### config.mk
export PLATFORM = sky130hd
export DESIGN_NAME = stream_demux
export DESIGN_NICKNAME = d
export VERILOG_FILES = /design/src/rtl/stream_demux.sv
export SDC_FILE = /design/constraint.sdc
export NUM_CORES = 1
export LEC_CHECK = 0
export CORE_UTILIZATION = 48
export CTS_BUF_LIST = sky130_fd_sc_hd__clkbuf_4 sky130_fd_sc_hd__clkbuf_8
export CTS_CLUSTER_SIZE = 24
export DETAILED_ROUTE_END_ITERATION = 8
export HOLD_SLACK_MARGIN = 0.08
export MAX_ROUTING_LAYER = met4
export PLACE_DENSITY = 0.95
export REMOVE_ABC_BUFFERS = 1
export SLEW_MARGIN = 0
export SYNTH_ARGS = -nofsm -noshare
export SYNTH_HDL_FRONTEND = slang
export SYNTH_SLANG_ARGS = --single-unit
### constraint.sdc
create_clock -name clk -period 2.05 [get_ports clk]
set_input_delay 0.5125 -clock clk [delete_from_list [all_inputs] [get_ports clk]]
set_output_delay 0.5125 -clock clk [all_outputs]
set_load 0.01 [all_outputs]
### src/rtl/stream_demux.sv
// -----------------------------------------------------------------------------
// stream_demux
//   Registered 1-to-N stream demultiplexer. Each word accepted on the single
//   valid/ready input is forwarded to the output channel named by in_select.
//   Every channel owns a one-entry holding register, so a stalled consumer
//   only blocks words aimed at its own channel. A word whose select is out of
//   range is accepted and dropped, and this sets the sticky sel_err flag.
//
// Ports
//   clk        rising-edge clock
//   rst        asynchronous, active-high reset
//   in_valid   input word and select are valid
//   in_ready   block accepts the input word this cycle (combinational)
//   in_data    input word, WIDTH bits
//   in_select  target channel index, SEL_W bits
//   out_valid  bit k: channel k holds a word
//   out_ready  bit k: consumer k takes the word this cycle
//   out_data   channel k word at bits [k*WIDTH +: WIDTH]
//   sel_err    sticky: an out-of-range select was accepted
// -----------------------------------------------------------------------------
module stream_demux #(
  parameter int WIDTH    = 8,
  parameter int CHANNELS = 4,
  parameter int SEL_W    = 2
) (
  input  logic                      clk,
  input  logic                      rst,
  input  logic                      in_valid,
  output logic                      in_ready,
  input  logic [WIDTH-1:0]          in_data,
  input  logic [SEL_W-1:0]          in_select,
  output logic [CHANNELS-1:0]       out_valid,
  input  logic [CHANNELS-1:0]       out_ready,
  output logic [CHANNELS*WIDTH-1:0] out_data,
  output logic                      sel_err
);

  typedef enum logic {
    EMPTY = 1'b0,
    FULL  = 1'b1
  } ch_state_e;

  ch_state_e                           state_q [CHANNELS];
  ch_state_e                           state_d [CHANNELS];
  logic [CHANNELS-1:0][WIDTH-1:0]      data_q;
  logic [CHANNELS-1:0][WIDTH-1:0]      data_d;
  logic                                sel_err_q;
  logic                                sel_err_d;

  logic [31:0]                         sel_ext;
  logic                                sel_oor;
  logic [CHANNELS-1:0]                 sel_hit;
  logic [CHANNELS-1:0]                 full;
  logic [CHANNELS-1:0]                 accept;
  logic                                in_ready_c;

  always_comb begin
    for (int k = 0; k < CHANNELS; k++) begin
      full[k] = (state_q[k] == FULL);
    end
  end

  // Select decode is done on a 32-bit copy so that selects beyond CHANNELS
  // (possible whenever CHANNELS < 2**SEL_W) match no channel at all.
  always_comb begin
    sel_ext = 32'(in_select);
    sel_oor = (sel_ext >= 32'(CHANNELS));
    sel_hit = '0;
    for (int k = 0; k < CHANNELS; k++) begin
      sel_hit[k] = (sel_ext == 32'(k));
    end
    // A full channel can still take a word when its consumer drains in the
    // same cycle; out-of-range words are always taken (and dropped).
    in_ready_c = sel_oor | (|(sel_hit & (~full | out_ready)));
  end

  always_comb begin
    accept    = sel_hit & {CHANNELS{in_valid & in_ready_c}};
    sel_err_d = sel_err_q | (in_valid & in_ready_c & sel_oor);
    data_d    = data_q;
    for (int k = 0; k < CHANNELS; k++) begin
      state_d[k] = state_q[k];
      case (state_q[k])
        EMPTY: begin
          if (accept[k]) begin
            state_d[k] = FULL;
          end
        end
        FULL: begin
          // Simultaneous drain and accept keeps the channel FULL with the
          // new word replacing the old one.
          if (!accept[k] && out_ready[k]) begin
            state_d[k] = EMPTY;
          end
        end
        default: state_d[k] = EMPTY;
      endcase
      // Data is only loaded on accept, so it stays stable under
      // back-pressure and keeps its last value after a drain.
      if (accept[k]) begin
        data_d[k] = in_data;
      end
    end
  end

  always_ff @(posedge clk or posedge rst) begin
    if (rst) begin
      for (int k = 0; k < CHANNELS; k++) begin
        state_q[k] <= EMPTY;
      end
      data_q    <= '0;
      sel_err_q <= 1'b0;
    end else begin
      for (int k = 0; k < CHANNELS; k++) begin
        state_q[k] <= state_d[k];
      end
      data_q    <= data_d;
      sel_err_q <= sel_err_d;
    end
  end

  assign in_ready  = in_ready_c;
  assign out_valid = full;
  assign out_data  = data_q;
  assign sel_err   = sel_err_q;

endmodule

# Word level (Yosys, flattened, before mapping)
# Index checks and enable logic that the tools add are counted.
classes:
  eq_ne: 3
  muxes: 12
  bitwise_logic: 9
  n_reduce_logical: 10
op_table:
  columns: ["cell", "count"]
  rows:
  - ["4-bit bitwise AND", 2]
  - ["1-bit two-way mux", 8]
  - ["1-bit case mux with 2 select lines", 4]
  - ["2-bit equality test (second input constant)", 2]
  - ["1-bit logical AND", 4]
  - ["1-bit logical NOT", 4]
  - ["1-bit NOT", 4]
  - ["4-bit NOT", 1]
  - ["4-bit OR", 1]
  - ["4-bit OR reduction", 1]
  - ["2-bit by 1-bit equality test with 1-bit output (second input constant)", 1]
  - ["2-bit logical NOT", 1]
  - ["1-bit bitwise AND", 1]
word_totals:
  regBits: 36
  output_inout_bits: 38
  elab_cells: 42

# Depth between registers and ports, before layout
# Gate-level depths: netlist of run 1.
logic_depth:
  word_depth: 10
  mapped_depth: 5
  depth_no_buf: 3

# Least setup slack after synthesis of run 1
# Ideal clock, no wire load.
synth_path:
  path_kind: "input -> output"
  start: "in in_select[0]"
  end: "out in_ready"
  arrival_time_ns: 1.209
  slack_ns: 0.329
  path_stages: 2
  cell_sequence: "buf_2 mux4_2"
synth_via:
  elab_chain_len: 3
synth_lines:
  columns: ["item", "line_no", "source"]
  rows:
  - ["start, declared", "31", "input logic [SEL_W-1:0] in_select,"]
  - ["2-bit by 1-bit equality test with 1-bit output, or another cell as far along", "70", "sel_hit[k] = (sel_ext == 32'(k));"]
  - ["4-bit bitwise AND (*)", "74", "in_ready_c = sel_oor | (|(sel_hit & (~full | out_ready)));"]
  - ["4-bit OR reduction (*)", "74", null]
  - ["end, declared", "29", "output logic in_ready,"]
# Mark *: on every way between the ends. The rest lies on a longest branch, timed or not.

# Final worst setup path of run 1
layout_path:
  start: "in out_ready[3]"
  end: "out in_ready"
layout_via:
  elab_chain_len: 3
layout_lines:
  columns: ["item", "line_no", "source"]
  rows:
  - ["start, declared", "33", "input logic [CHANNELS-1:0] out_ready,"]
  - ["4-bit OR", "74", null]
  - ["4-bit bitwise AND", "74", null]
  - ["4-bit OR reduction", "74", null]
# No other way between the ends.

==> flow_summary.toml, run 1 <==
[sta]
fin_crit_ns = 1.993
rsz0062_at_grt = "false"
finClkSkew_ns = 0.01270
setup_slack_ns = 0.05672
final.period_utilization_pct = 97.23
timing.fmax_ghz = 0.5017
final-setup-viol-count = 0
finalHoldViolCount = 0
final_max_slew_viol_count = 0

[power_and_ir_drop]
power_leakage_nw = 0.9697
ir_drop_uv = 834.2
p_sw_uw = 544.3
power.total_mw = 1.915
swShare_pct = 28.41
p_clk_share_pct = 19.8
intPower_mw = 1.371
power_density_mw_per_mm2 = 884.9
seq_power_share_pct = 48.7
power_frac_comb_pct = 31.5

[place]
globalplace.congestion = 0.7254
dp_cells = 186
dp_hpwl_um = 2385
io_buffers = 53
pre_cts_ws_ns = -0.4882

[cells_and_area]
area_growth_pct = 52.83
antenna_cells = 0
final-instance-count-excl-fill = 195
post-route-util_pct = 77.82
drive_gt1_share_pct = 39.02
nNetsFinal = 180

[setup_path]
cp.arrival_ns = 1.48
start_kind = "input pin"
endpoint_kind = "primary output"
required_ns = 1.54
criticalPathCategory = "in -> out"
cp_max_fo = 2

[grt]
first_global_vias = 1129
grt_pass1_wl_um = 5319
overflow = 0
antenna_found_initial = 0
grt_max_degree = 37
grt_usage_pct = 23.44

[routing]
top_layer = "met4"
wl_met2_um = 1530
ant_nets = 0
first_pass_iters = 3
wl_met3_um = 200
routed_via_density = 5.108
met1Wirelength_um = 1420
drc_errors = 0
via_count = 996
wl_per_cell_um = 16.35
routed_wl_um = 3189
drtIter0Drc = 15

[floorplan]
top_level_ports = 55
initial_core_util_pct = 50.92
chipWidth_um = 56.32
chipHeight_um = 56.32
die-area_mm2 = 0.003172
rows = 19
coreArea_mm2 = 0.002781

[clock_tree]
holdBufCountCts = 0
cts_made_buffers = 5
cts_root_buf = "clkbuf_4"
h-tree-depth = 2
path_clk_slew_ns = 0.12
clock_path_buffers = 2
cts_tree = "yes"
clk-insertion-delay-late_ns = 0.35
clock_sinks = 36

[synth]
syn_area_mm2 = 0.001416
synth_area_leader_cell = "dfrtp_1"
yosys_warnings = 0
synth_top_area_share_pct = 63.60
ys_ff_latch = 36
avgSynthCellArea_um2 = 15.56
synth_area_leaders = "dfrtp_1 (64%), mux2_2 (25%), nand2b_1 (1.8%)"
ys_seq_area_share_pct = 63.60
synth_cell_type_count = 15
synthCells = 91

[worst_hold_path]
hold_path.class = "reg -> reg"

[run]
drv_cap = 0

[outcome]
status = "finished, final reports clean"
worst max-delay path, cell delays in order:
cell           delay, ns
dlygate4sd2_1       0.23
nand2b_4            0.13
mux4_2              0.47
buf_6               0.14
cells in the mapped netlist:
library cell  count
dfrtp_1          36
mux2_2           32
nand2_1           5
nand2b_1          4
buf_2             3
nor2b_1           2
and3_1            1
buf_4             1
conb_1            1
inv_1             1
mux4_2            1
nand3_1           1
nand3b_2          1
nor3b_4           1
o21ai_0           1
cell families after synthesis:
| group | synth area share [%] |
|---|---|
| flip-flops | 63.60 |
| multiplexers | 27.03 |
| other | 0.2648 |
| buffers and inverters | 1.855 |
| AND/OR/NAND/NOR | 6.890 |
| AO/OA/AOI/OAI | 0.3530 |
metrics by stage:
| step | hold WS [ns] | setup TNS (ns) | cell area (µm²) |
|---|---|---|---|
| final | 0.5193 | 0 | 2165 |
| after global routing | 0.5366 | 0 | 2165 |
| after CTS | 0.5226 | 0 | 2165 |
| after detailed placement | 0.4943 | -1.934 | 2076 |
| after global placement | 0.4877 | -1.028 | 2076 |
| after floorplan | 0.5402 | 0 | 1394 |
cell usage in the layout (no fill, tap or decap):
| cell type | instances |
|---|---|
| and3_1 | 1 |
| buf_4 | 16 |
| buf_6 | 1 |
| clkbuf_4 | 5 |
| clkdlybuf4s50_1 | 47 |
| clkinv_2 | 2 |
| clkinv_4 | 1 |
| conb_1 | 1 |
| dfrtp_1 | 36 |
| dlygate4sd2_1 | 5 |
| inv_1 | 1 |
| mux2_2 | 32 |
| mux4_2 | 1 |
| nand2_1 | 5 |
| nand2b_4 | 4 |
| nand3_1 | 1 |
| nand3b_2 | 1 |
| nor2b_1 | 2 |
| nor3b_4 | 1 |
| o21ai_0 | 1 |
registers in the layout, indices dropped and copies added, names as in the netlist:
signal     cells
out_data      32
out_valid      4
power by group through the flow:
stage	Clock, mW	Combinational, mW	Sequential, mW
5_1_grt	0.405	0.640	0.947
3_3_place_gp	0	0.586	0.932
3_5_place_dp	0	0.602	0.940
6_report	0.379	0.604	0.932
2_1_floorplan	0	0.157	0.997
4_1_cts	0.384	0.611	0.934
what timing repair did:
action	4_1_cts	5_1_grt
gates resized for setup	14	0
endpoints found under the setup margin	1	0
buffers inserted	1	0
area by class of cell:
type	instances	area, µm²
Sequential cell	36	900.9
Timing Repair Buffer	69	645.6
Fill cell	168	616.8
Multi-Input combinational cell	50	519.2
Tap cell	31	38.79
Clock buffer	5	37.54
Clock inverter	3	18.77
Inverter	1	3.754
worst paths after layout:
kind	start	endpoint	slack, ns	cells after the start
worst max-delay path	out_ready[3]	in_ready	0.06	4
worst max register to register	out_valid[1]	out_data[10]	0.59	6
max in group asynchronous	rst	out_data[20]	1.18	3
worst min register to register	out_data[6]	out_data[6]	0.52	1
worst min-delay path	out_data[6]	out_data[6]	0.52	1
min in group asynchronous	rst	out_data[8]	0.55	3
routing by layer:
metal	track usage (%)	up-vias
met5	-	-
met4	9.059	0
met3	7.373	5
met2	34.86	38
met1	30.41	498
li1	-	455
(Power assumes the default switching activity.)
==> run 2: changes to the inputs <==
- ABC_AREA: not set -> 1
- CORE_MARGIN: not set -> 4
- CORE_UTILIZATION: 48 -> 62
- DONT_BUFFER_PORTS: not set -> 1
- PLACE_DENSITY: 0.95 -> 0.9
==> run 2 against run 1 <==
Compared with the run above:
- worst setup slack better by 0.12 ns
- synthesized cell count rose by 91%
- die area up 7.5%
- global-route usage fell by 1.4 points
- critical path type is now reg -> out
- critical endpoint unchanged
- largest power group unchanged
==> flow_summary.toml, run 2 <==
[cells_and_area]
largest_reg_flops = 32
post-route-util_pct = 66.82
fillers = 217
antenna_cells = 0
multiInputGateArea_um2 = 580.6
final-instance-count-excl-fill = 207
area_growth_pct = 4.130
nNetsFinal = 193
drive_gt1_share_pct = 11.86
final_area_mm2 = 0.001640
ff_latch_area_um2 = 900.9
layout_commonest_cell = "nand2_1"
final_cell_mix = "nand2_1 (79), dfrtp_1 (36), nand4_1 (32)"

[power_and_ir_drop]
power_density_mw_per_mm2 = 975.5
power.total_mw = 1.600
ir_drop_uv = 675.0
power_leakage_nw = 0.8911
p_sw_uw = 518.0
intPower_mw = 1.082
p_clk_share_pct = 23.8
swShare_pct = 32.37
seq_power_share_pct = 63.6
power_frac_comb_pct = 12.6

[clock_tree]
post_cts_buffers = 0
cts_resized = 0
clock_path_buffers = 2
cts_root_buf = "clkbuf_4"
cts_tree = "yes"
h-tree-depth = 2
holdBufCountCts = 0
cts_made_buffers = 5
clk-insertion-delay-late_ns = 0.33
clock_sinks = 36
path_clk_slew_ns = 0.10

[synth]
synth-edff-count = 0
synth_top_area_share_pct = 57.19
synthCells = 174
ys_seq_area_share_pct = 57.19
synth_common_cells = "nand2_1 (79), dfrtp_1 (36), nand4_1 (32), inv_1 (7)"
syn_area_mm2 = 0.001575
synth_area_leaders = "dfrtp_1 (57%), nand2_1 (19%), nand4_1 (13%)"
synth_area_leader_cell = "dfrtp_1"
async_reset_ff_share_pct = 100.0
yosys_warnings = 0
synth_most_common_cell = "nand2_1"
ys_ff_latch = 36
avgSynthCellArea_um2 = 9.053
synth_cell_type_count = 14
dominantRegCellSynth = "dfrtp_1"

[routing]
first_pass_iters = 4
via_count = 1216
wl_per_cell_um = 16.58
routed_via_density = 5.874
ant_nets = 0
drtIter0Drc = 51
routed_wl_um = 3432
drc_errors = 0

[setup_path]
cp.arrival_ns = 1.36
r2r_start = "out_valid[2]"
start_kind = "register"
cp_max_fo = 37
crit_start = "out_valid[2]"
endpoint_kind = "primary output"
criticalPathCategory = "reg -> out"
required_ns = 1.54

[floorplan]
initial_core_util_pct = 64.17
chipHeight_um = 58.41
chipWidth_um = 58.41
rows = 18
coreArea_mm2 = 0.002455
top_level_ports = 55
die-area_mm2 = 0.003411

[place]
io_buffers = 0
dp_hpwl_um = 2549
dpl-instance-area_mm2 = 0.001579
globalplace.congestion = 0.7653
dp_cells = 199
pre_cts_ws_ns = 0.2683

[grt]
first_global_vias = 1176
antenna_found_initial = 0
overflow = 0
grt_usage_pct = 22.02
grt_pass1_wl_um = 5457
grt_max_degree = 38

[sta]
timing.hold.ws_ns = 0.1467
tns_ns = 0
setup_slack_ns = 0.1754
fin_crit_ns = 1.875
final-setup-viol-count = 0
final.period_utilization_pct = 91.45
timing.fmax_ghz = 0.5334
rsz0062_at_grt = "false"
final_max_slew_viol_count = 0
finalHoldViolCount = 0
finClkSkew_ns = 0.007237

[outcome]
status = "finished, final reports clean"

[worst_hold_path]
hold_path.class = "in -> async"

[run]
drv_cap = 0
## run 2: path summary, 6_finish.rpt
check	to	slack [ns]	cells after the start
max	in_ready	0.18	5
min	out_data[16]	0.15	2
max reg2reg	out_data[6]	0.48	8
min reg2reg	out_data[27]	0.55	2
max in group asynchronous	out_data[3]	1.59	2
min in group clk	out_data[24]	0.32	2
## run 2: layer usage
layer  GRT usage (%)  part of all wire (%)  vias up
met4           9.603                   1.2        0
met2           33.33                    49       53
met5               -                     0        -
met1           26.14                    40      580
li1                -                     -      578
met3           8.553                    10        5
## run 2: cell families (layout without fill, tap and decap cells)
| family | Yosys count | after routing | synth area share [%] |
|---|---|---|---|
| buf+inv | 18 | 21 | 5.957 |
| simple gates | 119 | 119 | 36.62 |
| other cells | 1 | 1 | 0.2381 |
| flops | 36 | 36 | 57.19 |
## run 2: layout make-up
type	instances	area share, %
Sequential cell	36	54.92
Clock inverter	2	0.6102
Clock buffer	6	3.127
Inverter	10	2.288
Multi-Input combinational cell	120	35.39
Tap cell	30	2.288
Timing Repair Buffer	3	1.373
## run 2: power by group through the flow
stage	sequential [mW]	combinational [mW]	clock [mW]
after floorplan	1.00	0.165	0
after global placement	1.03	0.192	0
after detailed placement	1.03	0.205	0
after CTS	1.02	0.206	0.392
after global routing	1.04	0.240	0.417
final	1.02	0.202	0.381
## run 2: worst max-delay path, stage by stage (launching register included)
cell     delay (ns)
dfrtp_1        0.43
nand2_1        0.12
nand2_1        0.06
nand2_1        0.06
inv_1          0.05
nand2_4        0.30
